File: src/rtl/mem_arb_pkg.sv
// rtl/mem_arb_pkg.sv - shared FSM state and grant types for the memory port arbiter
package mem_arb_pkg;

    typedef enum logic [1:0] {IDLE, ISSUE, WAIT, RESP} arb_state_t;
    typedef enum logic {GNT_I, GNT_D} arb_gnt_t;

endpackage

File: src/rtl/mem_port_arbiter_if.sv
// rtl/mem_port_arbiter_if.sv - I/D requester and RAM-side signals of the memory port arbiter
interface mem_port_arbiter_if #(
    parameter int DATA_WIDTH = 32,
    parameter int ADDR_WIDTH = 32
);
    logic                  i_req;
    logic [ADDR_WIDTH-1:0] i_addr;
    logic [DATA_WIDTH-1:0] i_rdata;
    logic                  i_valid;
    logic                  d_req;
    logic                  d_we;
    logic [ADDR_WIDTH-1:0] d_addr;
    logic [DATA_WIDTH-1:0] d_wdata;
    logic [DATA_WIDTH-1:0] d_rdata;
    logic                  d_valid;
    logic [ADDR_WIDTH-1:0] ram_addr;
    logic [DATA_WIDTH-1:0] ram_wd;
    logic                  ram_we;
    logic                  ram_re;
    logic [DATA_WIDTH-1:0] ram_rd;
    logic                  stall_if;
    logic                  stall_mem;

    modport master (
        output i_req, i_addr, d_req, d_we, d_addr, d_wdata, ram_rd,
        input  i_rdata, i_valid, d_rdata, d_valid,
        input  ram_addr, ram_wd, ram_we, ram_re, stall_if, stall_mem
    );

    modport slave (
        input  i_req, i_addr, d_req, d_we, d_addr, d_wdata, ram_rd,
        output i_rdata, i_valid, d_rdata, d_valid,
        output ram_addr, ram_wd, ram_we, ram_re, stall_if, stall_mem
    );
endinterface

File: src/rtl/mem_arb_select.sv
// rtl/mem_arb_select.sv - combinational I/D grant selection
module mem_arb_select
    import mem_arb_pkg::*;
(
    input  logic     i_req,
    input  logic     d_req,
    input  logic     d_we,
    input  arb_gnt_t last_grant,
    output arb_gnt_t grant
);

    // Evictions jump the queue so the cache line is freed before any refill.
    always_comb begin
        grant = GNT_I;
        if (d_req && d_we) begin
            grant = GNT_D;
        end else if (d_req && i_req) begin
            grant = (last_grant == GNT_I) ? GNT_D : GNT_I;
        end else if (d_req) begin
            grant = GNT_D;
        end
    end

endmodule

File: src/rtl/mem_port_arbiter.sv
// rtl/mem_port_arbiter.sv - shares one RAM port between I and D requesters via a fixed-latency FSM
module mem_port_arbiter
    import mem_arb_pkg::*;
#(
    parameter int DATA_WIDTH  = 32,
    parameter int ADDR_WIDTH  = 32,
    parameter int RAM_LATENCY = 2
) (
    input  logic               clk,
    input  logic               rst,
    mem_port_arbiter_if.slave  bus
);

    localparam int CNT_W = $clog2(RAM_LATENCY + 1);

    arb_state_t            state_q, state_d;
    logic [CNT_W-1:0]      cnt_q, cnt_d;
    arb_gnt_t              gnt_q, gnt_d;
    arb_gnt_t              last_q, last_d;
    logic                  we_q, we_d;
    logic [ADDR_WIDTH-1:0] ram_addr_q, ram_addr_d;
    logic [DATA_WIDTH-1:0] ram_wd_q, ram_wd_d;
    logic                  ram_we_q, ram_we_d;
    logic                  ram_re_q, ram_re_d;
    logic [DATA_WIDTH-1:0] i_rdata_q, i_rdata_d;
    logic [DATA_WIDTH-1:0] d_rdata_q, d_rdata_d;
    arb_gnt_t              sel_gnt;
    logic                  i_valid;
    logic                  d_valid;

    mem_arb_select u_select (
        .i_req      (bus.i_req),
        .d_req      (bus.d_req),
        .d_we       (bus.d_we),
        .last_grant (last_q),
        .grant      (sel_gnt)
    );

    always_comb begin
        state_d    = state_q;
        cnt_d      = cnt_q;
        gnt_d      = gnt_q;
        last_d     = last_q;
        we_d       = we_q;
        ram_addr_d = ram_addr_q;
        ram_wd_d   = ram_wd_q;
        ram_we_d   = 1'b0;
        ram_re_d   = 1'b0;
        i_rdata_d  = i_rdata_q;
        d_rdata_d  = d_rdata_q;
        case (state_q)
            IDLE: begin
                if (bus.i_req || bus.d_req) begin
                    gnt_d      = sel_gnt;
                    last_d     = sel_gnt;
                    we_d       = (sel_gnt == GNT_D) && bus.d_we;
                    ram_addr_d = (sel_gnt == GNT_D) ? bus.d_addr : bus.i_addr;
                    if ((sel_gnt == GNT_D) && bus.d_we) begin
                        ram_wd_d = bus.d_wdata;
                    end
                    // Strobes are registered, so they are raised on entry to ISSUE.
                    ram_we_d   = (sel_gnt == GNT_D) && bus.d_we;
                    ram_re_d   = !((sel_gnt == GNT_D) && bus.d_we);
                    state_d    = ISSUE;
                end
            end
            ISSUE: begin
                if (we_q) begin
                    state_d = RESP;
                end else begin
                    cnt_d   = CNT_W'(RAM_LATENCY - 1);
                    state_d = WAIT;
                end
            end
            WAIT: begin
                if (cnt_q == '0) begin
                    if (gnt_q == GNT_D) begin
                        d_rdata_d = bus.ram_rd;
                    end else begin
                        i_rdata_d = bus.ram_rd;
                    end
                    state_d = RESP;
                end else begin
                    cnt_d = cnt_q - CNT_W'(1);
                end
            end
            RESP: begin
                state_d = IDLE;
            end
            default: begin
                state_d = IDLE;
            end
        endcase
    end

    always_ff @(posedge clk) begin
        if (rst) begin
            state_q    <= IDLE;
            cnt_q      <= '0;
            gnt_q      <= GNT_I;
            last_q     <= GNT_I;
            we_q       <= 1'b0;
            ram_addr_q <= '0;
            ram_wd_q   <= '0;
            ram_we_q   <= 1'b0;
            ram_re_q   <= 1'b0;
            i_rdata_q  <= '0;
            d_rdata_q  <= '0;
        end else begin
            state_q    <= state_d;
            cnt_q      <= cnt_d;
            gnt_q      <= gnt_d;
            last_q     <= last_d;
            we_q       <= we_d;
            ram_addr_q <= ram_addr_d;
            ram_wd_q   <= ram_wd_d;
            ram_we_q   <= ram_we_d;
            ram_re_q   <= ram_re_d;
            i_rdata_q  <= i_rdata_d;
            d_rdata_q  <= d_rdata_d;
        end
    end

    assign i_valid       = (state_q == RESP) && (gnt_q == GNT_I);
    assign d_valid       = (state_q == RESP) && (gnt_q == GNT_D);
    assign bus.i_valid   = i_valid;
    assign bus.d_valid   = d_valid;
    assign bus.i_rdata   = i_rdata_q;
    assign bus.d_rdata   = d_rdata_q;
    assign bus.ram_addr  = ram_addr_q;
    assign bus.ram_wd    = ram_wd_q;
    assign bus.ram_we    = ram_we_q;
    assign bus.ram_re    = ram_re_q;
    assign bus.stall_if  = bus.i_req & ~i_valid;
    assign bus.stall_mem = bus.d_req & ~d_valid;

endmodule

File: src/flat_wrapper.sv
// flat-port wrapper written by rule: the top's interface ports become plain ports
module mem_port_arbiter_flat import mem_arb_pkg::*;
#(
    parameter int DATA_WIDTH  = 32,
    parameter int ADDR_WIDTH  = 32,
    parameter int RAM_LATENCY = 2
)
  (clk, rst, bus_i_req, bus_i_addr, bus_d_req, bus_d_we, bus_d_addr, bus_d_wdata, bus_ram_rd, bus_i_rdata, bus_i_valid, bus_d_rdata, bus_d_valid, bus_ram_addr, bus_ram_wd, bus_ram_we, bus_ram_re, bus_stall_if, bus_stall_mem);
  mem_port_arbiter_if #(.DATA_WIDTH(DATA_WIDTH), .ADDR_WIDTH(ADDR_WIDTH)) bus_i ();
  input  logic clk;
  input  logic rst;
  input wire logic [$bits(bus_i.i_req)-1:0] bus_i_req;
  input wire logic [$bits(bus_i.i_addr)-1:0] bus_i_addr;
  input wire logic [$bits(bus_i.d_req)-1:0] bus_d_req;
  input wire logic [$bits(bus_i.d_we)-1:0] bus_d_we;
  input wire logic [$bits(bus_i.d_addr)-1:0] bus_d_addr;
  input wire logic [$bits(bus_i.d_wdata)-1:0] bus_d_wdata;
  input wire logic [$bits(bus_i.ram_rd)-1:0] bus_ram_rd;
  output wire logic [$bits(bus_i.i_rdata)-1:0] bus_i_rdata;
  output wire logic [$bits(bus_i.i_valid)-1:0] bus_i_valid;
  output wire logic [$bits(bus_i.d_rdata)-1:0] bus_d_rdata;
  output wire logic [$bits(bus_i.d_valid)-1:0] bus_d_valid;
  output wire logic [$bits(bus_i.ram_addr)-1:0] bus_ram_addr;
  output wire logic [$bits(bus_i.ram_wd)-1:0] bus_ram_wd;
  output wire logic [$bits(bus_i.ram_we)-1:0] bus_ram_we;
  output wire logic [$bits(bus_i.ram_re)-1:0] bus_ram_re;
  output wire logic [$bits(bus_i.stall_if)-1:0] bus_stall_if;
  output wire logic [$bits(bus_i.stall_mem)-1:0] bus_stall_mem;
  assign bus_i.i_req = bus_i_req;
  assign bus_i.i_addr = bus_i_addr;
  assign bus_i.d_req = bus_d_req;
  assign bus_i.d_we = bus_d_we;
  assign bus_i.d_addr = bus_d_addr;
  assign bus_i.d_wdata = bus_d_wdata;
  assign bus_i.ram_rd = bus_ram_rd;
  assign bus_i_rdata = bus_i.i_rdata;
  assign bus_i_valid = bus_i.i_valid;
  assign bus_d_rdata = bus_i.d_rdata;
  assign bus_d_valid = bus_i.d_valid;
  assign bus_ram_addr = bus_i.ram_addr;
  assign bus_ram_wd = bus_i.ram_wd;
  assign bus_ram_we = bus_i.ram_we;
  assign bus_ram_re = bus_i.ram_re;
  assign bus_stall_if = bus_i.stall_if;
  assign bus_stall_mem = bus_i.stall_mem;
  mem_port_arbiter #(.DATA_WIDTH(DATA_WIDTH), .ADDR_WIDTH(ADDR_WIDTH), .RAM_LATENCY(RAM_LATENCY)) u_core (.clk(clk), .rst(rst), .bus(bus_i));
endmodule
File: config.mk
export PLATFORM = sky130hd
export DESIGN_NAME = mem_port_arbiter_flat
export DESIGN_NICKNAME = d
export VERILOG_FILES = /design/src/rtl/mem_arb_pkg.sv /design/src/rtl/mem_port_arbiter_if.sv /design/src/rtl/mem_arb_select.sv /design/src/rtl/mem_port_arbiter.sv /design/src/flat_wrapper.sv
export SDC_FILE = /design/constraint.sdc
export NUM_CORES = 1
export LEC_CHECK = 0
export CAP_MARGIN = 20
export CORE_ASPECT_RATIO = 1.5
export CORE_MARGIN = 1.5
export CORE_UTILIZATION = 30
export CTS_CLUSTER_DIAMETER = 40
export DETAILED_ROUTE_END_ITERATION = 12
export PLACE_DENSITY = 0.63
export SYNTH_ARGS = -nofsm -noshare
export SYNTH_HDL_FRONTEND = slang
export SYNTH_SLANG_ARGS = --single-unit
File: constraint.sdc
create_clock -name clk -period 2 [get_ports clk]
set_clock_uncertainty 0.2 [all_clocks]
set_input_delay 0.2 -clock clk [delete_from_list [all_inputs] [get_ports clk]]
set_output_delay 0.2 -clock clk [all_outputs]
set_load 0.01 [all_outputs]
# == After elaboration in Yosys (flattened, before gate mapping) ==
# Index checks and enable logic that the tools add are counted.
# op_classes
mux,12
n_bitwise,7
n_reduce_logical,17
n_eq_ne,7
add_sub_neg,1
# ops
cell,count
32-bit 2-to-1 mux,1
3-bit AND reduction,4
2-bit 2-to-1 mux,4
2-bit case mux with 4 select lines,1
1-bit logical AND,5
1-bit 2-to-1 mux,5
1-bit NOT,5
2-bit equality test (second input constant),2
2-bit zero test,2
2-bit by 1-bit inequality test with 1-bit output (second input constant),2
2-bit inequality test (second input constant),2
2-bit case mux with 2 select lines,1
2-bit AND reduction,2
3-bit OR reduction,1
1-bit bitwise AND,2
2-bit by 1-bit equality test with 1-bit output (second input constant),1
2-bit nonzero test,1
2-bit by 1-bit subtractor with 2-bit output (second input constant),1
1-bit zero test,1
1-bit logical OR,1
# word_totals
in_bits,133
output_inout_bits,134
register_bits,136
elab_cells,54

# == Depth between registers and ports, before layout ==
# Gate-level depths: netlist (run 1).
# logic_depth
ltp_word,5
ltp_mapped,8

# == Hierarchy ==
# Synthesis (run 1) repeated with hierarchy kept, for this count alone.
# unflattened
hier_cells,618
area_unflattened_um2,5210.0
# modules_own_cells
module,seq_area_each_um2,n_inst,area_per_inst_um2,cells_each
mem_port_arbiter,2722.6,1,5190.0,615
mem_arb_select,0.0,1,20.0,3

# == Worst setup path before layout (run 1) ==
# Ideal clock, no wire load.
# synth_path
path_type,reg2reg
start,register u_core.state_q[0]
end,register u_core.state_q[0]
arrival_ns,1.412
stages_incl_launch_ff,7
setup_ns,0.086
setup_slack_ns,0.303
synth_period_minus_slack_ns,1.697
cell_sequence,dfxtp_1 -> inv_1 -> ha_1 -> buf_6 -> nor3b_2 -> or3_1 -> a211oi_1
# synth_between
elab_chain_cells,3
word_cells_on_any_way,8
# synth_lines
element,line_no,text
start: declaration,mem_port_arbiter.sv:16,"arb_state_t state_q, state_d;"
start signal: assignment,mem_port_arbiter.sv:110,state_q <= state_d;
2-bit equality test / 2-bit zero test (equally long branches),mem_port_arbiter.sv:51,case (state_q)
2-bit by 1-bit inequality test with 1-bit output (no source line),--,
2-bit AND reduction (no source line),--,
# Several ways; a longest one is shown, not always the timed one.
# A chain may end at the register's enable or synchronous reset.

# == Worst setup path in the final report (run 1) ==
# layout_path
start,register u_core.state_q[1]
end,output bus_stall_if
# layout_between
elab_chain_cells,4
# layout_lines
element,line_no,text
2-bit equality test,mem_port_arbiter.sv:124,assign i_valid = (state_q == RESP) && (gnt_q == GNT_I);
1-bit logical AND,mem_port_arbiter.sv:124,
1-bit NOT,mem_port_arbiter.sv:134,assign bus.stall_if = bus.i_req & ~i_valid;
1-bit bitwise AND,mem_port_arbiter.sv:134,
end: declaration,flat_wrapper.sv:27,output wire logic [$bits(bus_i.stall_if)-1:0] bus_stall_if;
# Every way passes these cells.

==> metrics.md, run 1 <==
| Metric | Value |
|---|---|
| Max Cap Viol | 0 |
| Clock Sinks | 136 |
| Final min period | roughly 1.9 ns |
| Outcome | complete, no violations |
| Syn avg cell area | around 7.9 um2 |
| Top FF cell, synth | dfxtp_1 |
| R2R setup slack | roughly 0.21 ns |
| Synth Area in Compound Gates | between 20% and 30% |
| Top cells by count, synth | 192 x nand2_1, 136 x dfxtp_1, 131 x a21oi_1 |
| Final Max Slew Viols | 0 |
| Yosys Warn Count | 0 |
| Post-synth EDFFs | 0 |
| Xor and xnor area share after synthesis | 0% |
| Finished Cell Area | 0.00874 mm2 |
| Yosys cell types | 28 |
| Num CTS Buffers | 17 |
| Layout Nets | about 1.0k |
| Top-area cell type share of the netlist area | a little over half |
| DP Area | ~0.0081 mm2 |
| Sequential area share after synthesis | between 50% and 60% |
| Dpl hpwl | around 12 mm |
| Placer Congestion | 0.750 |
| Worst Setup End Kind | output pin |
| Total GRT Usage | about a fifth |
| Wirelength per Cell | 15.6 um |
| Final hold violation count | 0 |
| Die ar. | roughly 0.018 mm2 |
| Core region area | 0.0168 mm2 |
| Power Density | between 1000 and 1500 mW/mm2 |
| Main combinational cell family by area after synthesis | compound AO/OA/AOI/OAI gates |
| Starting Density | a little under a third |
| Critical path class | flop to output pin |
| Post-Synth Simple-Gate Area | between 10% and 20% |
| Lkg Pwr | roughly 3.1 nW |
| # setup viols final | 0 |
| Buffers on Ports | ~270 |
| Syn Std Cell Area | a little over 0.005 mm2 |
| Req. time, crit path | ~1.6 ns |
| Initial DRC Count | about 370 |
| CTS tree | yes |
| Post-CTS Setup Inserts | 0 |
| H-tree levels | 4 |
| Slew HR | 75.9% |
| FMAX | between 0.5 and 0.6 GHz |
| Mapped Cells | around 660 |
| DRC viols | 0 |
| Hold Path Class | input pin to flop |
| Layout Cells excl Fill | between 1k and 1.5k |
| CTS Root Buffer Type | clkbuf_16 |
| Antenna-violating nets left | 0 |
| R2R depth | 5 |
| WHS | 0.140 ns |
| Total grt overflow | 0 |
| Critical Path AT | approximately 1.5 ns |
| First-pass GRT wire length | approximately 27 mm |
| Cell taking the most area after synthesis | dfxtp_1 |
| P&R area growth vs syn | 68.4% |
| Worst-margin pin slew | approximately 0.35 ns |
| Clk_lat worst skew | 0.41 ns |
| Worst-path maximum fanout | 5 |
| Worst vdd ir | 585 uV |
| Hold Crit Depth | 3 |
| Ports | around 270 |
| Multiplexer area fraction after synthesis | 0% |
| ANT cells | 0 |
| Vias post-DR | between 5k and 6k |
| FFs w/ async S/R, synth | 0% |
| Die extent in x | 110 um |
| Number of global-route vias before repair | slightly above 5k |
| Clock Pin Slew Worst Setup and Hold Paths | ~0.06 ns |
| Post-Syn Nets | between 700 and 800 |
| Synthesized flop and latch total | 136 |
| Unrepaired setup endpoints after global routing | no |
| Top cells by area, synth | dfxtp_1 52%, nand2_1 14%, a21oi_1 13% |
| Layout cells sized above 1 | about 6.4% |
| Period utilisation layout | between 90 and 100% |
| Cell Rows | 58 |
| CTS max path bufs | 2 |
| Worst setup SP type | flop |
| Via-to-Cell Ratio | 4.82 |
| # fillers | approximately 1.7k |
| First-pass iteration count of the detailed router | 5 |
| Die height | approximately 160 um |
| Largest net degree at the start of global routing | a little over 50 |
| # placed instances | roughly 1.1k |
| Initial antenna violation count | 0 |
| Setup tns final | 0 ns |
| Most frequent cell after synthesis | nand2_1 |
| Fraction of the mapped netlist area in adder cells | under 10% |
| Drt total wl | roughly 18 mm |
-- per-stage QoR --
stage               util, %  worst slack (ns)  total power [mW]
finish                 51.9             0.100              10.0
global route           51.9            0.0110              10.6
CTS                    51.9            0.0301              10.1
detailed placement     48.3             0.172              6.94
global placement       48.3             0.170              6.92
floorplan                 -             0.303              5.13
-- critical path, stage by stage, from the launching register on --
cell and delay [ns]:
dfxtp_2 0.34, ha_1 0.20, nor2b_1 0.15, nor2b_1 0.14
clkdlybuf4s15_1 0.26
-- sequential cells by signal (all words and copies together), names as in the netlist --
name / cells
u_core.state_q: 2
u_core.cnt_q: 2
u_core.gnt_q: 1
u_core.we_q: 1
u_core.bus.ram_addr: 32
u_core.bus.i_rdata: 32
u_core.bus.ram_re: 1
u_core.bus.ram_wd: 32
u_core.bus.ram_we: 1
u_core.bus.d_rdata: 32
-- cells in the final DEF, fill, tap and decap left out, types with 4 or more instances in the layout --
master           count
nand2_1            192
buf_4               14
inv_1                6
o21ai_0             66
clkbuf_16           17
a21oi_1            131
clkinvlp_4           5
inv_6                4
buf_12               9
nor2_1               6
a31oi_1             31
ha_1                 5
clkdlybuf4s50_1    261
dfxtp_1            135
-- cell families (layout without fill, tap and decap cells) --
kind of cell,Yosys count,after routing
DFF,136,136
AOI/OAI and AO/OA,236,236
and+or+nand+nor,218,218
adders and majority gates,5,5
buffers and inverters,63,327
-- path summary, 6_finish.rpt --
kind,start,end
max reg2reg,u_core.state_q[0],u_core.state_q[0]
max,u_core.state_q[1],bus_stall_if
min reg2reg,u_core.bus.ram_wd[29],u_core.bus.ram_wd[29]
min,bus_d_wdata[7],u_core.bus.ram_wd[7]
-- layout make-up --
class | instances | area, um2 | area share (%)
clock buffer | 19 | 453 | 5.18
clock inverter | 13 | 143 | 1.63
inverter | 6 | 22.5 | 0.258
multi-input combinational | 459 | 2190 | 25.1
sequential | 136 | 2720 | 31.2
tap | 210 | 263 | 3.01
timing repair buffer | 289 | 2940 | 33.7
-- power breakdown --
group / internal, mW / switching, mW / leakage (nW)
logic: 1.73 / 1.64 / 1.69
registers: 3.23 / 0.255 / 1.11
clock network: 1.91 / 1.24 / 0.279
total: 6.87 / 3.14 / 3.08
-- timing repair --
action,CTS,global route
gates resized for setup,5,1
hold endpoints to repair,22,0
hold buffers,1,0
setup endpoints to repair,4,1
-- metal layers --
metal  global-route usage (%)  routed length [um]  part of all wire [%]
met1                     21.2                6960                    40
met2                     34.4                9350                    53
met3                     4.56                 898                   5.1
met4                     7.52                 400                   2.3
met5                        0                   0                     0
(Power assumes the default switching activity.)
==> run 2: changes to the inputs <==
- CORE_ASPECT_RATIO: 1.5 -> unset
- CTS_CLUSTER_SIZE: unset -> 30
- DONT_BUFFER_PORTS: unset -> 1
- PLACE_DENSITY: 0.63 -> 0.44
==> run 2 against run 1 <==
Sequential share of layout area rose by 9.6 points. Non-clock buffer count fell by 207. Largest cell class is now flip-flops and latches. Critical path type is now flop to flop. Sequential power rose by 10%. First-iteration DRC count fell by 42%. The run now ends with negative hold slack left. Wire length fell by 9.3%. Maximum frequency rose by 3.4%. Core utilization fell by 12 points. Die area barely moved. Final cell count fell by 17%. Clock power barely moved.
==> metrics.md, run 2 (synthesis results as in run 1) <==
| Metric | Value |
|---|---|
| Setup tns final | 0 ns (unchanged) |
| First-pass iteration count of the detailed router | 7 (+2) |
| Final min period | 1.84 ns (-0.0616 ns) |
| Clock Pin Slew Worst Setup and Hold Paths | 0.06 ns (about the same) |
| CTS tree | yes |
| Ports | 267 (unchanged) |
| Switching share of power | 32.0% (+0.64 points) |
| Total GRT Usage | 17.0% (-2.1 points) |
| Setup slack after layout | 0.162 ns (+0.0616 ns) |
| Most common cell after layout, fill and taps aside | nand2_1 |
| Worst Setup End Kind | flop |
| # setup viols final | 0 (unchanged) |
| H-tree levels | 4 (unchanged) |
| # fillers | 1662 (-0.84%) |
| Placer Congestion | 0.791 (+5.4%) |
| Layout Cells excl Fill | 934 (-17%) |
| Layout cells sized above 1 | 6.72% (+0.32 points) |
| Dpl hpwl | 10.1 mm (-16%) |
| First-pass GRT wire length | 24.2 mm (-9.6%) |
| Cell Rows | 47 (-19%) |
| Final Max Slew Viols | 0 (unchanged) |
| Final hold violation count | 105 (+105) |
| Initial DRC Count | 217 (-42%) |
| Starting Density | 31.0% (+0.14 points) |
| # placed instances | 838 (-24%) |
| CTS Root Buffer Type | clkbuf_16 |
| P&R area growth vs syn | 28.8% |
| Critical Path AT | 1.95 ns (+0.45 ns) |
| Num CTS Buffers | 17 (unchanged) |
| Critical path class | flop to flop |
| Sequential power share | 42.7% (+7.9 points) |
| Overall power | 8.96 mW (-10%) |
| Core region area | 0.0168 mm2 (-0.45%) |
| Worst setup SP type | flop |
| Failing checks | negative hold slack |
| Clk_lat worst skew | 0.41 ns (about the same) |
| Layout Nets | 840 (-20%) |
| Clock network fraction of total power | 35.5% (+4.0 points) |
| Antenna-violating nets left | 0 (unchanged) |
| Req. time, crit path | 2.12 ns (+0.52 ns) |
| Buffers on Ports | 0 (-100%) |
| Hold Path Class | input pin to flop |
| Die extent in x | 135 um (+22%) |
| Worst-path maximum fanout | 8 (+3) |
| DRC viols | 0 (unchanged) |
| Die ar. | 0.0181 mm2 (about the same) |
| Outcome | complete, but fails checks |
| Slew HR | 70.7% (-5.1 points) |
| Highest-count cells in the layout ignoring fill and taps | 192 x nand2_1, 136 x dfxtp_1, 131 x a21oi_1 |
| Power Density | 1340 mW/mm2 (+17%) |
| Net Sw Power | 2.87 mW (-8.6%) |
| Wirelength per Cell | 17.1 um (+10%) |
| Clock Sinks | 136 (unchanged) |
| Period utilisation layout | 91.9% (-3.1 points) |
| Largest net degree at the start of global routing | 107 (+110%) |
| ANT cells | 0 (unchanged) |
| Drt total wl | 16.0 mm (-9.3%) |
| Pre-CTS WS | 0.196 ns (+0.0236 ns) |
| Unrepaired setup endpoints after global routing | no |
| Comb pwr share | 21.8% (-12 points) |
| Die height | 135 um (-18%) |
| Worst vdd ir | 587 uV (+0.34%) |
| Initial antenna violation count | 0 (unchanged) |
| Total grt overflow | 0 (unchanged) |
| Area of the multi-input gates | 0.00219 mm2 (unchanged) |
| Reg area | 0.00272 mm2 (about the same) |
| WHS | -0.340 ns (-0.480 ns) |
| Worst-margin pin slew | 0.439 ns (+0.0861 ns) |
| FMAX | 0.544 GHz (+3.4%) |
| Internal Power | 6.10 mW (-11%) |
| CTS max path bufs | 2 (unchanged) |
| Number of global-route vias before repair | 4695 (-8.8%) |
| Vias post-DR | 4835 (-11%) |
| Via-to-Cell Ratio | 5.18 (+7.4%) |
| Lkg Pwr | 2.34 nW (-24%) |
| Max Cap Viol | 0 (unchanged) |
## run 2: cell count changes in the layout (fill, tap and decap cells not counted), moves of 2 or more
cell	previous run	this run
inv_6	4	0
dlygate4sd2_1	3	0
clkdlybuf4s50_1	261	0
dlygate4sd3_1	1	64
clkinvlp_4	5	0
clkbuf_1	0	4
buf_4	14	10
clkinv_4	0	2
## run 2: worst paths after layout
kind,startpoint,end,slack [ns],depth (start not counted)
worst max-delay path,u_core.state_q[0],u_core.state_q[0],0.16,5
worst min-delay path,rst,u_core.bus.i_rdata[3],-0.34,1
worst max register to register,u_core.state_q[0],u_core.state_q[0],0.16,5
worst min register to register,u_core.cnt_q[0],u_core.cnt_q[0],0.29,2
## run 2: critical path: stages, from the launching register on
cell,delay (ns)
dfxtp_1,0.36
inv_1,0.11
ha_1,0.30
nor3b_2,0.20
or3_1,0.34
a211oi_1,0.24
## run 2: metrics by stage
step           util, %  instance area (um2)
6_report          39.9                 6690
5_1_grt           39.9                 6690
4_1_cts           39.8                 6680
3_5_place_dp      32.4                 5430
3_3_place_gp      32.4                 5430
2_1_floorplan        -                 5190
## run 2: power by group through the flow
stage	Combinational [mW]	Sequential, mW	Clock, mW
after global routing	2.19	3.89	3.41
after global placement	1.75	3.89	0
after detailed placement	1.82	3.88	0
after floorplan	1.40	3.73	0
after CTS	1.93	3.83	3.28
final	1.96	3.83	3.18
## run 2: final cells by class
cell class / count / area share, %
clock buffer: 24 / 7.21
clock inverter: 7 / 1.76
inverter: 6 / 0.337
multi-input combinational: 459 / 32.8
sequential: 136 / 40.7
tap: 220 / 4.12
timing repair buffer: 82 / 13.1
## run 2: timing repair
action / CTS / global route
gates resized for setup: 0 / 0
endpoints found under the hold margin: 136 / 105
hold buffers: 64 / 1
buffers inserted: 0 / 0
## run 2: layer usage
layer	global-route usage, %	wire [um]	up-vias
met5	0	0	-
met4	6.57	279	0
met3	6.68	1570	22
met2	30.2	8070	237
met1	18.2	6050	2259
li1	-	-	2317
